--- src/rtl/error_check_controller.sv ---
// Sequencing controller for the E = Y*(B0 + X*B1) error-checker datapath.
// Streams n_points samples, then counts points whose E result is <= 0.
//
// state   | meaning
// --------+-------------------------------------------------------------
// S_IDLE  | waiting for start; err_count / all_correct hold
// S_CLEAR | clear datapath E register, error count and address index
// S_RUN   | one sample per cycle, mem_addr = 0 .. n_points-1
// S_FLUSH | extra en2 pulse pushes the last point's result into E
// S_LAST  | final E evaluated
// S_DONE  | one-cycle done pulse, all_correct updated
module error_check_controller #(
  parameter int ADDR_W = 8,
  parameter int CNT_W  = ADDR_W + 1
) (
  input  logic              clk,
  input  logic              reset,
  input  logic              start,
  input  logic [ADDR_W:0]   n_points,
  input  logic [19:0]       E,
  output logic [ADDR_W-1:0] mem_addr,
  output logic              mem_rd,
  output logic              en2,
  output logic              ld_er,
  output logic              busy,
  output logic              done,
  output logic [CNT_W-1:0]  err_count,
  output logic              all_correct
);

  typedef enum logic [2:0] {
    S_IDLE, S_CLEAR, S_RUN, S_FLUSH, S_LAST, S_DONE
  } state_t;

  localparam logic [ADDR_W:0] N_ONE = {{ADDR_W{1'b0}}, 1'b1};

  state_t              state_q, state_d;
  logic [ADDR_W:0]     n_q, n_d;
  logic [ADDR_W-1:0]   addr_q, addr_d;
  logic [1:0]          eval_q, eval_d;
  logic [CNT_W-1:0]    err_q, err_d;
  logic                all_correct_q, all_correct_d;
  logic                mem_rd_q, mem_rd_d;
  logic                en2_q, en2_d;
  logic                ld_er_q, ld_er_d;
  logic                busy_q, busy_d;
  logic                done_q, done_d;
  logic                eval_hit;

  always_comb begin
    state_d       = state_q;
    n_d           = n_q;
    addr_d        = addr_q;
    eval_d        = {eval_q[0], mem_rd_q};
    err_d         = err_q;
    all_correct_d = all_correct_q;

    // Misclassified: E negative or exactly zero; count saturates.
    eval_hit = eval_q[1] && (E[19] || (E == '0));
    if (eval_hit && (err_q != '1)) err_d = err_q + CNT_W'(1);

    case (state_q)
      S_IDLE: begin
        if (start) begin
          n_d    = n_points;
          addr_d = '0;
          if (n_points == '0) begin
            state_d       = S_DONE;
            err_d         = '0;
            all_correct_d = 1'b1;
          end else begin
            state_d = S_CLEAR;
          end
        end
      end
      S_CLEAR: begin
        state_d = S_RUN;
        addr_d  = '0;
        err_d   = '0;
        eval_d  = '0;
      end
      S_RUN: begin
        if ({1'b0, addr_q} == (n_q - N_ONE)) state_d = S_FLUSH;
        else                                 addr_d  = addr_q + ADDR_W'(1);
      end
      S_FLUSH: state_d = S_LAST;
      S_LAST: begin
        state_d       = S_DONE;
        all_correct_d = (err_d == '0);
      end
      S_DONE:  state_d = S_IDLE;
      default: state_d = S_IDLE;
    endcase

    // Strobes are registered, so they are decoded from the next state.
    ld_er_d  = (state_d == S_CLEAR);
    en2_d    = (state_d == S_RUN) || (state_d == S_FLUSH);
    mem_rd_d = (state_d == S_RUN);
    done_d   = (state_d == S_DONE);
    busy_d   = (state_d != S_IDLE);
  end

  always_ff @(posedge clk) begin
    if (reset) begin
      state_q       <= S_IDLE;
      n_q           <= '0;
      addr_q        <= '0;
      eval_q        <= '0;
      err_q         <= '0;
      all_correct_q <= 1'b1;
      mem_rd_q      <= 1'b0;
      en2_q         <= 1'b0;
      ld_er_q       <= 1'b0;
      busy_q        <= 1'b0;
      done_q        <= 1'b0;
    end else begin
      state_q       <= state_d;
      n_q           <= n_d;
      addr_q        <= addr_d;
      eval_q        <= eval_d;
      err_q         <= err_d;
      all_correct_q <= all_correct_d;
      mem_rd_q      <= mem_rd_d;
      en2_q         <= en2_d;
      ld_er_q       <= ld_er_d;
      busy_q        <= busy_d;
      done_q        <= done_d;
    end
  end

  assign mem_addr    = addr_q;
  assign mem_rd      = mem_rd_q;
  assign en2         = en2_q;
  assign ld_er       = ld_er_q;
  assign busy        = busy_q;
  assign done        = done_q;
  assign err_count   = err_q;
  assign all_correct = all_correct_q;

endmodule
--- config.mk ---
export PLATFORM = sky130hd
export DESIGN_NAME = error_check_controller
export DESIGN_NICKNAME = d
export VERILOG_FILES = /design/src/rtl/error_check_controller.sv
export SDC_FILE = /design/constraint.sdc
export NUM_CORES = 1
export LEC_CHECK = 0
export ABC_CLOCK_PERIOD_IN_PS = 2300
export CORE_MARGIN = 2
export CORE_UTILIZATION = 43
export CTS_CLUSTER_SIZE = 30
export DETAILED_ROUTE_END_ITERATION = 10
export PLACE_DENSITY_LB_ADDON = 0.25
export SYNTH_ARGS = -nofsm -noshare
export SYNTH_HDL_FRONTEND = slang
export SYNTH_SLANG_ARGS = --single-unit
--- constraint.sdc ---
create_clock -name clk -period 2.3 [get_ports clk]
set_input_delay 0.23 -clock clk [delete_from_list [all_inputs] [get_ports clk]]
set_output_delay 0.23 -clock clk [all_outputs]
set_load 0.02 [all_outputs]
# == Yosys cells after proc, flatten, opt, wreduce, memory -nomap -nowiden ==
# Cells that the tools add are included.
# classes
add_sub_neg,3
eq_ne,13
n_mux,14
n_reduce_logical,15
# ops
cell,count
$mux 9,3
$pmux 8 s3,1
$logic_not 20->1,1
$logic_not 9->1,2
$pmux 9 s2,1
$mux 8,2
$pmux 3 s5,1
$eq 3x2->1 const B,4
$add 9x1->9 const B,1
$eq 8x9->1,1
$mux 3,3
$ne 9x9->1 const B,1
$sub 9x1->9 const B,1
$add 8x1->8 const B,1
$eq 3x1->1 const B,2
$eq 3x3->1 const B,2
$ne 2x2->1 const B,3
$reduce_and 3->1,2
$reduce_bool 3->1,2
$logic_not 3->1,1
$logic_and 1x1->1,2
$logic_or 1x1->1,2
$mux 1,2
$pmux 1 s2,1
other kinds (3),3
# word_totals
regBits,37
in_bits,32
output_inout_bits,23
elab_cells,56

# == Longest topological paths before layout ==
# Gate-level depths: netlist of the first run.
# depth
word_depth,8
ltp_mapped,10
ltp_nobuf,9

# == Least setup slack after synthesis of the first run ==
# Ideal clock, no wire load.
# synth_path
kind,register to register
startpoint,reg err_q[0] (netlist: err_count[0])
endpoint,reg all_correct_q (netlist: all_correct)
setup_ns,0.087
arrival_ns,2.204
required_time_ns,2.213
path_slack_ns,0.009
stages_incl_launch_ff,10
n_path_buf,0
period_less_slack_ns,2.291
path_cell_list,dfxtp_1 -> ha_1 -> nand3_1 -> nor3_1 -> ha_1 -> nor2_1 -> o211ai_1 -> a2111o_1 -> a21o_1 -> o31ai_1
# synth_via
elab_chain_cells,5
word_cells_on_any_way,6
classes_between,add/sub: 1; eq/ne: 1; mux: 2; reduce/logical: 2
# synth_lines
item,line,source
start: declaration,41,"logic [CNT_W-1:0] err_q, err_d;"
start signal: assignment,121,err_q <= err_d;
branches (longest 2 deep; another with $add 9x1->9),n/a,
$mux 9 *,60,if (eval_hit && (err_q != '1)) err_d = err_q + CNT_W'(1);
$logic_not 9->1 *,89,all_correct_d = (err_d == '0);
$pmux 1 s2 *,62,case (state_q)
end signal: assignment,122,all_correct_q <= all_correct_d;
end: declaration,42,"logic all_correct_q, all_correct_d;"
# Mark *: on every way between the ends.
# A chain may end at the register's enable or synchronous reset.

# == Final worst setup path of the first run ==
# layout_path
startpoint,reg n_q[1]
endpoint,reg addr_q[7] (netlist: mem_addr[7])
# layout_via
elab_chain_cells,4
# layout_lines
item,line,source
start: declaration,38,"logic [ADDR_W:0] n_q, n_d;"
start signal: assignment,118,n_q <= n_d;
$sub 9x1->9,83,"if ({1'b0, addr_q} == (n_q - N_ONE)) state_d = S_FLUSH;"
$eq 8x9->1,83,
$ne 2x2->1 (no line),n/a,
$reduce_and 3->1 (no line),n/a,
end signal: assignment,119,addr_q <= addr_d;
end: declaration,39,"logic [ADDR_W-1:0] addr_q, addr_d;"
# No other way between the ends.

==> flow_summary.toml, run 1 <==
[sta]
slew_headroom_pct = 65.6
period_share_pct = 95.7
max_freq_ghz = 0.454
fin_crit_ns = 2.20
worst-slew-pin-transition_ns = 0.513
fin_setup_tns_ns = 0
hold_viol = 0
setup_viol = 0
slew_viol_final = 0
fin_worst_skew_ns = 0.00893

[detailed_routing]
first_pass_iters = 5
drtAntennaViolNets = 0
post-route-drc-count = 0
viasPerCell = 5.54
vias = 2044
avgRoutedWirePerCell_um = 13.8
drt-initial-drc-count = 138
wl_um = 5110

[floorplanning]
ios = 55
die_area_mm2 = 0.00518
die_y_um = 72.0
initial_core_util_pct = 45.0
die_w_um = 72.0
core_area_mm2 = 0.00441
rows = 24

[clock_network]
cts.sinks = 37
cts_tree = "done"
cts_buffers = 5
cts_hold_buf = 0
cts-root-buf = "clkbuf_8"
clock_path_buffers = 2
worstSkewPairLatency_ns = 0.30
post_cts_buffers = 0
clk_pin_slew_ns = 0.08
htreeDepth = 2

[pwr]
p_total_mw = 1.63
power_leakage_nw = 1.05
irDropWorstVdd_mv = 0.304
power_density_mw_per_mm2 = 572

[synthesis]
syn-instance-count = 248
synth_edf_count = 0
netlist_area_mm2 = 0.00199
synth_cell_type_count = 47
synth_ff_type = "dfxtp_1"
ys_warn_count = 0
synthArstFlopShare_pct = 0
syn_area_per_cell_um2 = 8.02
synth_seq_cells = 37
ys_seq_area_share_pct = 37.3
syn_nets = 284

[cells_and_area]
area_delta_synth_final_pct = 43.0
utilization_pct = 64.4
layout-drive-gt1-share_pct = 15.1
stdcell_count = 369
diodes = 0
fin_nets = 352
final_area_mm2 = 0.00284

[worst_setup_path]
crit_fanout = 15
cp.arrival_ns = 2.43
critical_path_class = "flop to flop"
critPathLaunchType = "flop"
end_kind = "flop"
cp.required_ns = 2.53

[global_route]
grt_pass1_wl_um = 8200
grt_max_degree = 21
grt_usage_pct = 20.3
grt_antenna_before_repair = 0
grt_overflow = 0
grt_pass1_vias = 1853

[placement]
placed_area_mm2 = 0.00269
globalplace.congestion = 0.853
io_buffers = 54
place_hpwl_um = 3720
dp_cells = 361

[status]
status = "finished, final reports clean"

[worst_hold_path]
hold_class = "flop to flop"

[run]
drv_cap = 0
[placed cells by master (no fill, tap or decap), types with 3 or more instances in the layout]
cell / instances
clkdlybuf4s50_1: 54
dfxtp_1: 36
nand2_1: 31
a21oi_1: 26
nor2_1: 25
buf_4: 17
xor2_1: 10
nand3_1: 9
nor3_1: 9
nor4_1: 8
xnor2_1: 7
or2_2: 6
or3_1: 5
clkbuf_8: 5
inv_1: 4
o21ai_1: 4
o211ai_1: 3
o31ai_1: 3
and2_1: 3
[timing repair]
| action | 4_1_cts | 5_1_grt |
|---|---|---|
| hold endpoints to repair | 0 | 0 |
| setup endpoints to repair | 0 | 9 |
| gates resized for setup | 0 | 10 |
[state kept, by name, indices dropped and copies added, names as in the netlist, 2 cells and up]
| register | count |
|---|---|
| n_q | 9 |
| mem_addr | 8 |
| eval_q | 2 |
| state_q | 3 |
| err_count | 9 |
[metal layers]
metal | wire, um | GRT usage, %
met5 | 0 | 0
met3 | 422 | 6.94
met4 | 128 | 9.85
met2 | 2340 | 33.7
met1 | 2220 | 23.4
[critical path: stages, from the launching register on]
cell and delay, ns:
dfxtp_1 0.31, inv_1 0.08, ha_4 0.15, nor4b_4 0.28, a211oi_1 0.12, a21oi_1 0.13, o32a_2 0.18, o21ai_4 0.06
buf_12 0.14, or4_1 0.51, a21oi_1 0.15
[through the flow]
step           setup WS, ns  hold slack [ns]
5_1_grt             -0.0327            0.447
4_1_cts             0.00161            0.439
6_report             0.0978            0.434
2_1_floorplan       0.00864            0.362
3_5_place_dp       -0.00153            0.419
3_3_place_gp         0.0682            0.412
[where the power goes]
part           internal (mW)  leakage, nW  switching, mW  total (mW)
Sequential             0.669        0.301         0.0350       0.704
Combinational          0.186        0.697          0.160       0.346
Clock                  0.324       0.0543          0.252       0.576
Total                   1.18         1.05          0.447        1.63
[cells in the mapped netlist, types with 2 or more instances]
| library cell | count | area share [%] |
|---|---|---|
| o211ai_1 | 3 | 1.1 |
| a21oi_1 | 27 | 6.8 |
| o31ai_1 | 3 | 1.1 |
| ha_1 | 4 | 2.5 |
| or3_1 | 5 | 1.6 |
| o2111ai_1 | 2 | 0.88 |
| or2_2 | 6 | 1.9 |
| nand2_1 | 31 | 5.9 |
| xor2_1 | 10 | 4.4 |
| nand4_1 | 2 | 0.63 |
| a21o_1 | 2 | 0.75 |
| mux2i_1 | 2 | 1.0 |
| o21ai_0 | 2 | 0.50 |
| nand2b_1 | 2 | 0.63 |
| and2_1 | 3 | 0.94 |
| nand3_1 | 10 | 2.5 |
| clkbuf_1 | 9 | 1.7 |
| or4_1 | 3 | 1.1 |
| nor2b_1 | 2 | 0.63 |
| o21ai_1 | 5 | 1.3 |
| dfxtp_1 | 37 | 37 |
| a22oi_1 | 2 | 0.75 |
| inv_1 | 5 | 0.94 |
| nor2_1 | 25 | 4.7 |
| nor3_1 | 10 | 2.5 |
| nor4_1 | 8 | 2.5 |
| xnor2_1 | 7 | 3.1 |
| o21a_1 | 2 | 0.75 |
[final cells by class]
class,count,area (um2)
Fill cell,381,1570
Multi-Input combinational cell,195,1210
Sequential cell,37,742
Timing Repair Buffer,72,688
Clock buffer,5,68.8
Tap cell,52,65.1
Clock inverter,3,46.3
Inverter,5,18.8
[kinds of logic (layout without fill, tap and decap cells)]
logic type	count (synthesis)	after routing	synth area share (%)
AND/OR/NAND/NOR	113	113	28.9
AO/OA/AOI/OAI	59	59	19.4
flip-flops	37	37	37.3
XOR/XNOR	17	17	7.49
buffers and inverters	16	85	3.46
adder cells (fa/ha/maj)	4	4	2.52
multiplexers	2	2	1.01
[final timing paths]
kind	start	endpoint	slack [ns]	cells after the start
max	n_q[1]	mem_addr[7]	0.1	10
min	eval_q[0]	eval_q[1]	0.43	1
max reg2reg	n_q[1]	mem_addr[7]	0.1	10
min reg2reg	eval_q[0]	eval_q[1]	0.43	1
No activity file was read; power rests on OpenSTA's default activity.
==> run 2, diff against run 1 <==
--- a/config.mk
+++ b/config.mk
@@ -5,9 +5,9 @@
 export SDC_FILE = /design/constraint.sdc
 export NUM_CORES = 1
 export LEC_CHECK = 0
-export ABC_CLOCK_PERIOD_IN_PS = 2300
+export ABC_CLOCK_PERIOD_IN_PS = 2400
 export CORE_MARGIN = 2
-export CORE_UTILIZATION = 43
+export CORE_UTILIZATION = 48
 export CTS_CLUSTER_SIZE = 30
 export DETAILED_ROUTE_END_ITERATION = 10
 export PLACE_DENSITY_LB_ADDON = 0.25
==> constraint.sdc (replaced) <==
create_clock -name clk -period 2.4 [get_ports clk]
set_input_delay 0.24 -clock clk [delete_from_list [all_inputs] [get_ports clk]]
set_output_delay 0.24 -clock clk [all_outputs]
set_load 0.02 [all_outputs]
==> flow_summary.toml, run 2 (same netlist as run 1, synthesis figures left out) <==
[pwr]
p_sw_share_pct = 28.4
p_int_mw = 1.02
seq_power_share_pct = 47.7
power_leakage_nw = 1.03
irDropWorstVdd_mv = 0.347
comb_power_share_pct = 22.9
power_density_mw_per_mm2 = 514
pwr-share-clk_pct = 29.5
net-switching-power_mw = 0.403

[clock_network]
worstSkewPairLatency_ns = 0.29
cts_hold_buf = 0
cts-root-buf = "clkbuf_8"
cts_buffers = 5
clk_pin_slew_ns = 0.08
cts.sinks = 37
cts_tree = "done"
htreeDepth = 2
clock_path_buffers = 2

[sta]
slew_viol_final = 0
hold_viol = 0
slew_headroom_pct = 55.2
max_freq_ghz = 0.442
grt_setup_unrepaired = "no"
period_share_pct = 94.2
setup_viol = 0
worst-slew-pin-transition_ns = 0.667
fin_worst_skew_ns = 0.00610
whs_ns = 0.431
fin_setup_tns_ns = 0
timing.final.ws_setup_ns = 0.139
fin_crit_ns = 2.26

[worst_setup_path]
critPathLaunchType = "flop"
rrSetupSlack_ns = 0.14
worstReg2RegStart = "n_q[0]"
crit_cells = 10
cpMostUsedCell = "a21oi_1"
path_buf_inv = 2
crit_fanout = 15
cp_cell_sequence = "inv_1 > ha_4 > nor4b_4 > a211oi_1 > a21oi_1 > o32a_2 > o21ai_4 > buf_12 > or4_1 > a21oi_1"
reg2reg_depth = 10
startpoint = "n_q[0]"
cp.arrival_ns = 2.48
critical-path-max-stage-delay_ns = 0.50
end_kind = "flop"
rr_endpoint = "mem_addr[5]"
critical_path_class = "flop to flop"
cp.required_ns = 2.62
crit_family = "simple AND/OR/NAND/NOR gates"
slowest_stage = "or4_1"

[placement]
place_hpwl_um = 3630
io_buffers = 54
pre_cts_ws_ns = 0.0448
globalplace.congestion = 0.925

[run]
drv_cap = 0

[worst_hold_path]
min_delay_path_depth = 1
min-delay-start = "eval_q[0]"
hold_class = "flop to flop"
hold_end = "eval_q[1]"

[floorplanning]
initial_core_util_pct = 49.7
ios = 55
core_area_mm2 = 0.00400
die_area_mm2 = 0.00467
die_w_um = 68.4
rows = 23
die_y_um = 68.4

[cells_and_area]
area_delta_synth_final_pct = 38.9
layout-drive-gt1-share_pct = 11.5
utilization_pct = 69.0
layout_commonest_cell = "clkdlybuf4s50_1"
diodes = 0
fin_nets = 349
layout_common_cells = "clkdlybuf4s50_1, dfxtp_1, nand2_1"

[global_route]
grt_pass1_vias = 1851
grt_usage_pct = 22.2
grt_pass1_wl_um = 7940
grt_antenna_before_repair = 0
grt_overflow = 0
grt_max_degree = 21

[status]
status = "finished, final reports clean"

[detailed_routing]
first_pass_iters = 4
drt-initial-drc-count = 134
drtAntennaViolNets = 0
post-route-drc-count = 0
vias = 2029
wl_um = 4830
avgRoutedWirePerCell_um = 13.3
viasPerCell = 5.57
==> run 2: power by group through the flow <==
| stage | combinational [mW] | clock [mW] | sequential [mW] |
|---|---|---|---|
| floorplan | 0.190 | 0 | 0.691 |
| global placement | 0.312 | 0 | 0.688 |
| detailed placement | 0.318 | 0 | 0.690 |
| CTS | 0.320 | 0.425 | 0.676 |
| global route | 0.358 | 0.445 | 0.680 |
| finish | 0.325 | 0.418 | 0.676 |
==> run 2: worst reg2reg max path, stage by stage (launching register included) <==
cell and delay (ns):
dfxtp_1 0.31, inv_1 0.10, ha_4 0.17, nor4b_4 0.31
a211oi_1 0.12, a21oi_1 0.13, o32a_2 0.19, o21ai_4 0.06
buf_12 0.16, or4_1 0.50, a21oi_1 0.15
==> run 2: repair_timing <==
item,CTS,global route
gates resized for setup,0,2
endpoints found under the setup margin,0,2
buffers inserted,0,0
==> run 2: worst max-delay path by stage <==
stage / slack (ns) / endpoint
2_1_floorplan: 0.11 / all_correct
3_3_place_gp: 0.11 / all_correct
4_1_cts: 0.08 / mem_addr[5]
6_report: 0.14 / mem_addr[5]
3_5_place_dp: 0.04 / all_correct
5_1_grt: 0.002 / mem_addr[7]
==> run 2: final cells by class <==
class | instances | area [um2]
clock inverter | 2 | 10.0
inverter | 5 | 18.8
sequential | 37 | 741
multi-input combinational | 195 | 1190
fill | 364 | 1240
clock buffer | 6 | 72.6
tap | 50 | 62.6
timing repair buffer | 69 | 666
==> run 2: stage by stage <==
| step | cell area [um2] | power [mW] | cells |
|---|---|---|---|
| after floorplan | 1990 | 0.882 | 248 |
| final | 2760 | 1.42 | 364 |
| after global placement | 2670 | 1.00 | 356 |
| after detailed placement | 2670 | 1.01 | 356 |
| after global routing | 2760 | 1.48 | 364 |
| after CTS | 2750 | 1.42 | 364 |
==> run 2: layer usage <==
layer | global-route usage [%] | vias up | wire length (um)
li1 | - | 1019 | -
met5 | 0 | - | 0
met1 | 26.8 | 934 | 2050
met3 | 5.26 | 7 | 366
met4 | 7.75 | 0 | 78
met2 | 38.2 | 69 | 2330
